**config.mk**
```make
export PLATFORM = sky130hd
export DESIGN_NAME = des_key_sched_seq_flat
export DESIGN_NICKNAME = d
export VERILOG_FILES = /design/src/rtl/des_key_sched_seq_if.sv /design/src/rtl/des_key_sched_seq.sv /design/src/flat_wrapper.sv
export SDC_FILE = /design/constraint.sdc
export NUM_CORES = 1
export LEC_CHECK = 0
export ABC_AREA = 0
export CORE_MARGIN = 3
export CORE_UTILIZATION = 30
export DETAILED_ROUTE_END_ITERATION = 6
export GPL_ROUTABILITY_DRIVEN = 0
export GPL_TIMING_DRIVEN = 0
export PLACE_DENSITY = 0.58
export SLEW_MARGIN = 30
export SYNTH_ARGS = -nofsm -noshare
export SYNTH_HDL_FRONTEND = slang
export SYNTH_SLANG_ARGS = --single-unit
```
**constraint.sdc**
```tcl
create_clock -name clk -period 8.3 [get_ports clk]
set_input_delay 2.49 -clock clk [delete_from_list [all_inputs] [get_ports clk]]
set_output_delay 2.49 -clock clk [all_outputs]
set_load 0.02 [all_outputs]
```
**src/rtl/des_key_sched_seq_if.sv**
```systemverilog
// Key-schedule stream bundle: key load on one side,
// subkey valid/ready stream toward the round core.
interface des_key_sched_seq_if;
  logic        load;
  logic        decrypt;
  logic [63:0] key_in;
  logic        ready;
  logic [47:0] subkey;
  logic        subkey_valid;
  logic        subkey_ready;
  logic [3:0]  round_idx;
  logic        done;
  logic        parity_err;

  modport master (
    output load,
    output decrypt,
    output key_in,
    output subkey_ready,
    input  ready,
    input  subkey,
    input  subkey_valid,
    input  round_idx,
    input  done,
    input  parity_err
  );

  modport slave (
    input  load,
    input  decrypt,
    input  key_in,
    input  subkey_ready,
    output ready,
    output subkey,
    output subkey_valid,
    output round_idx,
    output done,
    output parity_err
  );
endinterface

```
**src/rtl/des_key_sched_seq.sv**
```systemverilog
// Sequential DES key schedule: PC-1 once at load, C/D rotated
// in registers, PC-2 on the live C/D feeds a valid/ready stream.
module des_key_sched_seq #(
  parameter int ROUNDS       = 16,
  parameter bit PARITY_CHECK = 1'b1
) (
  input logic                clk,
  input logic                reset_n,
  des_key_sched_seq_if.slave kif
);

  localparam logic [3:0] LAST = 4'(ROUNDS - 1);

  localparam int PC1 [56] = '{
    57, 49, 41, 33, 25, 17,  9,
     1, 58, 50, 42, 34, 26, 18,
    10,  2, 59, 51, 43, 35, 27,
    19, 11,  3, 60, 52, 44, 36,
    63, 55, 47, 39, 31, 23, 15,
     7, 62, 54, 46, 38, 30, 22,
    14,  6, 61, 53, 45, 37, 29,
    21, 13,  5, 28, 20, 12,  4
  };

  localparam int PC2 [48] = '{
    14, 17, 11, 24,  1,  5,
     3, 28, 15,  6, 21, 10,
    23, 19, 12,  4, 26,  8,
    16,  7, 27, 20, 13,  2,
    41, 52, 31, 37, 47, 55,
    30, 40, 51, 45, 33, 48,
    44, 49, 39, 56, 34, 53,
    46, 42, 50, 36, 29, 32
  };

  typedef enum logic [1:0] {
    IDLE,
    EMIT,
    FIN
  } state_t;

  state_t      state;
  state_t      state_nxt;
  logic [27:0] c_q;
  logic [27:0] d_q;
  logic        mode_q;
  logic [3:0]  idx_q;
  logic        perr_q;
  logic [55:0] pc1_cd;
  logic [55:0] cd;
  logic [7:0]  byte_odd;
  logic        perr_d;
  logic        accept;
  logic        xfer;
  logic        last;
  logic [1:0]  sh_nxt;

  // Decrypt walks the encrypt table backwards; its first step is 0.
  function automatic logic [1:0] shamt(
    input logic       dec,
    input logic [3:0] i
  );
    logic [3:0] k;
    k = dec ? 4'd0 - i : i;
    if (dec && i == 4'd0) begin
      shamt = 2'd0;
    end else begin
      unique case (k)
        4'd0, 4'd1, 4'd8, 4'd15: shamt = 2'd1;
        default:                 shamt = 2'd2;
      endcase
    end
  endfunction

  function automatic logic [27:0] rot(
    input logic [27:0] v,
    input logic        right,
    input logic [1:0]  n
  );
    logic [55:0] w;
    w = {v, v};
    if (right) begin
      rot = 28'(w >> n);
    end else begin
      rot = 28'(w >> (6'd28 - {4'd0, n}));
    end
  endfunction

  for (genvar g = 0; g < 56; g++) begin : g_pc1
    assign pc1_cd[55-g] = kif.key_in[64-PC1[g]];
  end

  assign cd = {c_q, d_q};

  for (genvar g = 0; g < 48; g++) begin : g_pc2
    assign kif.subkey[47-g] = cd[56-PC2[g]];
  end

  for (genvar g = 0; g < 8; g++) begin : g_par
    assign byte_odd[g] = ^kif.key_in[8*g +: 8];
  end

  assign perr_d = PARITY_CHECK ? ~&byte_odd : 1'b0;

  assign accept = (state == IDLE) && kif.load;
  assign xfer   = (state == EMIT) && kif.subkey_ready;
  assign last   = (idx_q == LAST);
  assign sh_nxt = shamt(mode_q, idx_q + 4'd1);

  always_ff @(posedge clk or negedge reset_n) begin
    if (!reset_n) begin
      state <= IDLE;
    end else begin
      state <= state_nxt;
    end
  end

  always_comb begin
    state_nxt        = state;
    kif.ready        = 1'b0;
    kif.subkey_valid = 1'b0;
    kif.done         = 1'b0;
    unique case (state)
      IDLE: begin
        kif.ready = 1'b1;
        if (kif.load) state_nxt = EMIT;
      end
      EMIT: begin
        kif.subkey_valid = 1'b1;
        if (kif.subkey_ready && last) state_nxt = FIN;
      end
      FIN: begin
        kif.done  = 1'b1;
        state_nxt = IDLE;
      end
      default: state_nxt = IDLE;
    endcase
  end

  always_ff @(posedge clk or negedge reset_n) begin
    if (!reset_n) begin
      c_q    <= '0;
      d_q    <= '0;
      mode_q <= 1'b0;
      idx_q  <= '0;
      perr_q <= 1'b0;
    end else if (accept) begin
      mode_q <= kif.decrypt;
      idx_q  <= '0;
      perr_q <= perr_d;
      c_q    <= kif.decrypt ? pc1_cd[55:28] : rot(pc1_cd[55:28], 1'b0, 2'd1);
      d_q    <= kif.decrypt ? pc1_cd[27:0]  : rot(pc1_cd[27:0],  1'b0, 2'd1);
    end else if (xfer && !last) begin
      c_q   <= rot(c_q, mode_q, sh_nxt);
      d_q   <= rot(d_q, mode_q, sh_nxt);
      idx_q <= idx_q + 4'd1;
    end
  end

  assign kif.round_idx  = idx_q;
  assign kif.parity_err = perr_q;

endmodule

```
**src/flat_wrapper.sv**
```systemverilog
// flat-port wrapper written by rule: the top's interface ports become plain ports
module des_key_sched_seq_flat 
#(
  parameter int ROUNDS       = 16,
  parameter bit PARITY_CHECK = 1'b1
)
  (clk, reset_n, kif_load, kif_decrypt, kif_key_in, kif_subkey_ready, kif_ready, kif_subkey, kif_subkey_valid, kif_round_idx, kif_done, kif_parity_err);
  des_key_sched_seq_if kif_i ();
  input logic clk;
  input logic reset_n;
  input wire logic [$bits(kif_i.load)-1:0] kif_load;
  input wire logic [$bits(kif_i.decrypt)-1:0] kif_decrypt;
  input wire logic [$bits(kif_i.key_in)-1:0] kif_key_in;
  input wire logic [$bits(kif_i.subkey_ready)-1:0] kif_subkey_ready;
  output wire logic [$bits(kif_i.ready)-1:0] kif_ready;
  output wire logic [$bits(kif_i.subkey)-1:0] kif_subkey;
  output wire logic [$bits(kif_i.subkey_valid)-1:0] kif_subkey_valid;
  output wire logic [$bits(kif_i.round_idx)-1:0] kif_round_idx;
  output wire logic [$bits(kif_i.done)-1:0] kif_done;
  output wire logic [$bits(kif_i.parity_err)-1:0] kif_parity_err;
  assign kif_i.load = kif_load;
  assign kif_i.decrypt = kif_decrypt;
  assign kif_i.key_in = kif_key_in;
  assign kif_i.subkey_ready = kif_subkey_ready;
  assign kif_ready = kif_i.ready;
  assign kif_subkey = kif_i.subkey;
  assign kif_subkey_valid = kif_i.subkey_valid;
  assign kif_round_idx = kif_i.round_idx;
  assign kif_done = kif_i.done;
  assign kif_parity_err = kif_i.parity_err;
  des_key_sched_seq #(.ROUNDS(ROUNDS), .PARITY_CHECK(PARITY_CHECK)) u_core (.clk(clk), .reset_n(reset_n), .kif(kif_i));
endmodule
```
==> run metrics, run 1 <==
status=finished, final reports clean; final worst slack=about 3400 ps; setup tns final=0 ps; max-cap violation count=0; Root Buffer=clkbuf_16; Syn Inst Count=738; routed vias/inst=5.764; clock skew=7.107 ps; CTS tree=yes; via count=between 6k and 7k; nets@finish=944; GRT Util Overall=0.2184; Hold Startpoint=u_core.state[1]; drt total wl=26.52 mm; CTS resizes=0; total die area=23540 um2; IO buf count=123; CP startpoint kind=input port; Reg-to-Reg End=u_core.d_q[21]; Placed Area=8122 um2; most frequent cells in the layout=mux2i_1 (153), clkdlybuf4s50_1 (122), dfrtp_1 (64); Fill cells=between 2k and 2.5k; RSZ-0062 raised after global routing=false; Hold/Removal Path Class=register to register; worst r2r src=u_core.kif.round_idx[1]; first-pass GRT wire length=39.90 mm; Max Fclk=204.9 MHz; WS Path Type=input port to register; clock-pin slew on the worst setup and hold paths=60 ps; Slew Limit Fails=0; warnings from Yosys=0; post-synthesis async set-or-reset flop share=1.000; R2R depth=16; CTS buffer count=9; routed length per instance=23.02 um; largest net degree at the start of global routing=45; Area growth, synth to finish=29.24%; Post-Place Setup Slack=between 3000 and 4000 ps; Post-Synth Simple-Gate Area=0.1293; Most used DFF post-synth=dfrtp_1; Worst setup EP type=register; dpl hpwl=20.13 mm; syn nets=809; Synth Area in Adders=0.003837; First DRT Iteration DRCs=883; endpoints failing hold=0; post-route cell area=8428 um2; Max Root-Sink Buffers=2; GRT overflow=0; FP Rows=53; fraction of layout cells with a size suffix above 1=0.1197; mux contribution to synthesized area=0.2508; H-tree depth=3; initial antenna violation count=0; vias in the first global route=roughly 6.6k; worst endpoint data arrival time=around 5000 ps; Rel. slew slack=0.4289; FF+latch area=1602 um2; most common cell after layout, fill and taps aside=mux2i_1; clock latency on the worst-skew pair=350 ps; synthesized area=about 6500 um2; CP required=8570 ps; Seq/Total Area, Yosys=0.2456; Compound-Gate Fraction of Synth Area=0.1828; XOR/XNOR share of the synthesized area=0.07790; R2R Setup Slk=~3900 ps; CP Max Fanout=10; Setup Fix Bufs, Post-CTS=0; Initial Utilization=0.3073; # hold bufs at CTS=0; Clock Sink Count=64; antenna viol nets, final=0; Hold Path Stages=1; Worst Hold End=u_core.state[1]; largest family of logic cells by synthesized area=multiplexers; min Tclk post-route=between 4000 and 5000 ps; crit share post-route=0.5880; synth unique cells=64; diode count=0; Final Util=0.3972; Die H=~150 um; Synth Register Bits=64; EDFF count, synth=0; multi-input logic area=4204 um2; TritonRoute pass-1 iters=5; Ports=125; final setup violating endpoints=0; core area=approximately 21000 um2; Post-route DRC=0; die outline width=about 150 um; Worst-Margin Slew=856.7 ps; Avg Inst Size Synth=slightly below 9 um2; Setup crit start=kif_load
[metal layers]
metal	up-vias	global-route usage	share of wire
li1	2961	-	-
met1	3215	0.3060	0.44
met2	403	0.3175	0.43
met4	0	0.08116	0.029
met3	61	0.06484	0.10
met5	-	0	0
[cell families (layout without fill, tap and decap cells)]
family          Yosys count  in the layout
mux                     162            162
simple gates            174            174
flops                    64             64
xor+xnor                 58             58
buf+inv                 110            249
fa+ha+maj                 2              2
compound gates          168            168
[worst max-delay path by stage]
stage | slack [ps] | end | depth (start not counted)
floorplan | 4180 | u_core.d_q[24] | 7
global placement | 2300 | u_core.c_q[9] | 1
detailed placement | 3320 | u_core.d_q[8] | 7
CTS | 3670 | u_core.d_q[8] | 7
global route | 3360 | u_core.d_q[8] | 7
finish | 3420 | u_core.d_q[8] | 7
[stage by stage]
stage	hold slack, ps	std cells
finish	472.6	1152
global route	500.0	1152
CTS	474.7	1152
floorplan	445.8	738
global placement	459.0	1136
detailed placement	467.2	1137
[sequential cells by signal, summed over array words and instances (netlist names)]
name and flops:
u_core.state 2, u_core.c_q 28, u_core.mode_q 1, u_core.kif.parity_err 1
u_core.kif.round_idx 4, u_core.d_q 28
[layout make-up]
type | count | area share
repair buffers | 124 | 0.1490
flip-flops and latches | 64 | 0.1900
plain buffers | 106 | 0.08254
clock buffers | 12 | 0.03162
clock inverters | 3 | 0.004751
well taps | 275 | 0.04083
inverters | 4 | 0.002375
multi-input cells | 564 | 0.4988
[worst max-delay path, cell delays in order]
cell	delay [ps]
clkdlybuf4s50_1	410
nand2_1	230
clkbuf_1	440
clkbuf_1	460
buf_1	690
o221ai_1	250
o22ai_1	160
[synth_stat cells (11+ instances only)]
library cell  number  area, um2
xnor2_1           55      481.7
buf_1             11      41.29
nand3_1           45      225.2
o21ai_0           50      250.2
nand2_1           56      210.2
buf_4             52      390.4
a221o_1           27      270.3
dfrtp_1           64       1602
nor2_1            34      127.6
mux2i_1          153       1531
clkbuf_1          27      101.4
a21oi_1           17      85.08
Power of run 1 is left out: the tool's default activity adds up to more than one toggle a clock period on the data nets, which glitch-free logic cannot reach.
==> inputs of run 2 (changes only) <==
==> constraint.sdc (replaced) <==
create_clock -name clk -period 5 [get_ports clk]
set_input_delay 1.5 -clock clk [delete_from_list [all_inputs] [get_ports clk]]
set_output_delay 1.5 -clock clk [all_outputs]
set_load 0.02 [all_outputs]
==> results of run 2 <==
Same layout as run 1 (identical final DEF). Status: finished, final reports clean.
Main changes from that run: setup slack after placement 3316 ps -> 757.5 ps; setup slack after layout 3420 ps -> 627.0 ps; start point of the critical path kif_load -> u_core.kif.round_idx[1]; end point of the critical path u_core.d_q[8] -> u_core.d_q[21]; register-to-register setup slack 3930 ps -> 630 ps
Power of run 2 is left out for the same reason.
==> inputs of run 3 (changes only) <==
--- a/config.mk
+++ b/config.mk
@@ -11,7 +11,7 @@
 export DETAILED_ROUTE_END_ITERATION = 6
 export GPL_ROUTABILITY_DRIVEN = 0
 export GPL_TIMING_DRIVEN = 0
-export PLACE_DENSITY = 0.58
+export PLACE_DENSITY_LB_ADDON = 0.15
 export SLEW_MARGIN = 30
 export SYNTH_ARGS = -nofsm -noshare
 export SYNTH_HDL_FRONTEND = slang
==> run metrics, run 3 (same netlist as run 1, synthesis figures left out) <==
Hold WS=482.5 ps; GRT overflow=0; clock skew=13.74 ps; WS Path Type=register to register; Fill cells=2163; CP required=5270 ps; vias in the first global route=about 6.5k; most frequent cells in the layout=mux2i_1 (153), clkdlybuf4s50_1 (122), dfrtp_1 (64); GRT Util Overall=0.2292; status=finished, final reports clean; WP buf/inv=6; Setup Fix Bufs, Post-CTS=0; Area growth, synth to finish=29.14%; R2R Setup Slk=520 ps; setup tns final=0 ps; Die H=153.4 um; CP Max Fanout=10; CTS resizes=0; max-cap violation count=0; FP Rows=53; min Tclk post-route=4483 ps; H-tree depth=3; Reg-to-Reg End=u_core.d_q[21]; most common cell after layout, fill and taps aside=mux2i_1; routed length per instance=24.17 um; via count=roughly 6.6k; Clock Sink Count=64; initial antenna violation count=0; die outline width=~150 um; ordered list of cells on the worst path=ha_1 -> or3b_2 -> nand4_2 -> o22a_1 -> buf_6 -> nor2_8 -> inv_6 -> buf_8 -> buf_6 -> ha_1 -> inv_1 -> nand2_1 -> nor2_1 -> clkbuf_1 -> a32oi_1 -> o211ai_1; drt total wl=27.87 mm; First DRT Iteration DRCs=820; crit share post-route=0.8966; Root Buffer=clkbuf_16; Post-route DRC=0; Hold Path Stages=1; routed vias/inst=5.714; diode count=0; Max Root-Sink Buffers=2; fraction of layout cells with a size suffix above 1=0.1185; TritonRoute pass-1 iters=5; CTS buffer count=9; nets@finish=944; Largest delay share family, worst path=simple AND/OR/NAND/NOR gates; first-pass GRT wire length=41.61 mm; Rel. slew slack=0.4058; clock latency on the worst-skew pair=360 ps; # hold bufs at CTS=0; clock-pin slew on the worst setup and hold paths=60 ps; Initial Utilization=0.3073; dpl hpwl=21.04 mm; Ports=125; Max Fclk=223.1 MHz; CP startpoint kind=register; CP max stage cell=clkbuf_1; IO buf count=123; final setup violating endpoints=0; Slew Limit Fails=0; Hold/Removal Path Class=register to register; Worst-Margin Slew=891.3 ps; core area=21220 um2; worst endpoint data arrival time=roughly 4800 ps; R2R depth=16; antenna viol nets, final=0; RSZ-0062 raised after global routing=false; largest net degree at the start of global routing=43; worst r2r src=u_core.kif.round_idx[1]; Hold Startpoint=u_core.state[1]; CTS tree=yes; Worst Hold End=u_core.state[1]; total die area=23540 um2; endpoints failing hold=0; slowest stage delay, CP=630 ps; Worst setup EP type=register
run 3: worst max-delay path by stage:
stage                     slack (ps)              to  depth (start not counted)                     from
final                            520  u_core.d_q[21]                         16  u_core.kif.round_idx[1]
after global routing             330  u_core.d_q[21]                         16  u_core.kif.round_idx[1]
after global placement          -200   u_core.c_q[8]                          1                  reset_n
after floorplan                 1410   u_core.d_q[9]                         18  u_core.kif.round_idx[1]
after detailed placement         670  u_core.d_q[21]                         16  u_core.kif.round_idx[1]
after CTS                        650  u_core.d_q[21]                         16  u_core.kif.round_idx[1]
run 3: per-layer routing:
layer,up-vias,GRT usage,wire length [um]
met5,-,0,0
met4,0,0.06686,511
met3,43,0.03114,2250
met2,383,0.3514,12490
met1,3189,0.3363,12620
li1,2973,-,-
run 3: final cells by class:
cell class | instances | area (um2) | area share
Buffer | 106 | 695.7 | 0.08260
Clock buffer | 13 | 260.3 | 0.03090
Clock inverter | 3 | 40.04 | 0.004754
Inverter | 4 | 20.02 | 0.002377
Multi-Input combinational cell | 564 | 4204 | 0.4992
Sequential cell | 64 | 1602 | 0.1902
Tap cell | 275 | 344.1 | 0.04086
Timing Repair Buffer | 124 | 1256 | 0.1492
run 3: metrics by stage:
step	cells	util	setup slack, ps	area (um2)
after floorplan	738	-	1406	6521
after global placement	1136	0.3815	-195.6	8097
after detailed placement	1137	0.3827	668.3	8122
after CTS	1153	0.3969	648.6	8422
after global routing	1153	0.3969	326.8	8422
final	1153	0.3969	516.8	8422
Power of run 3 is left out for the same reason.
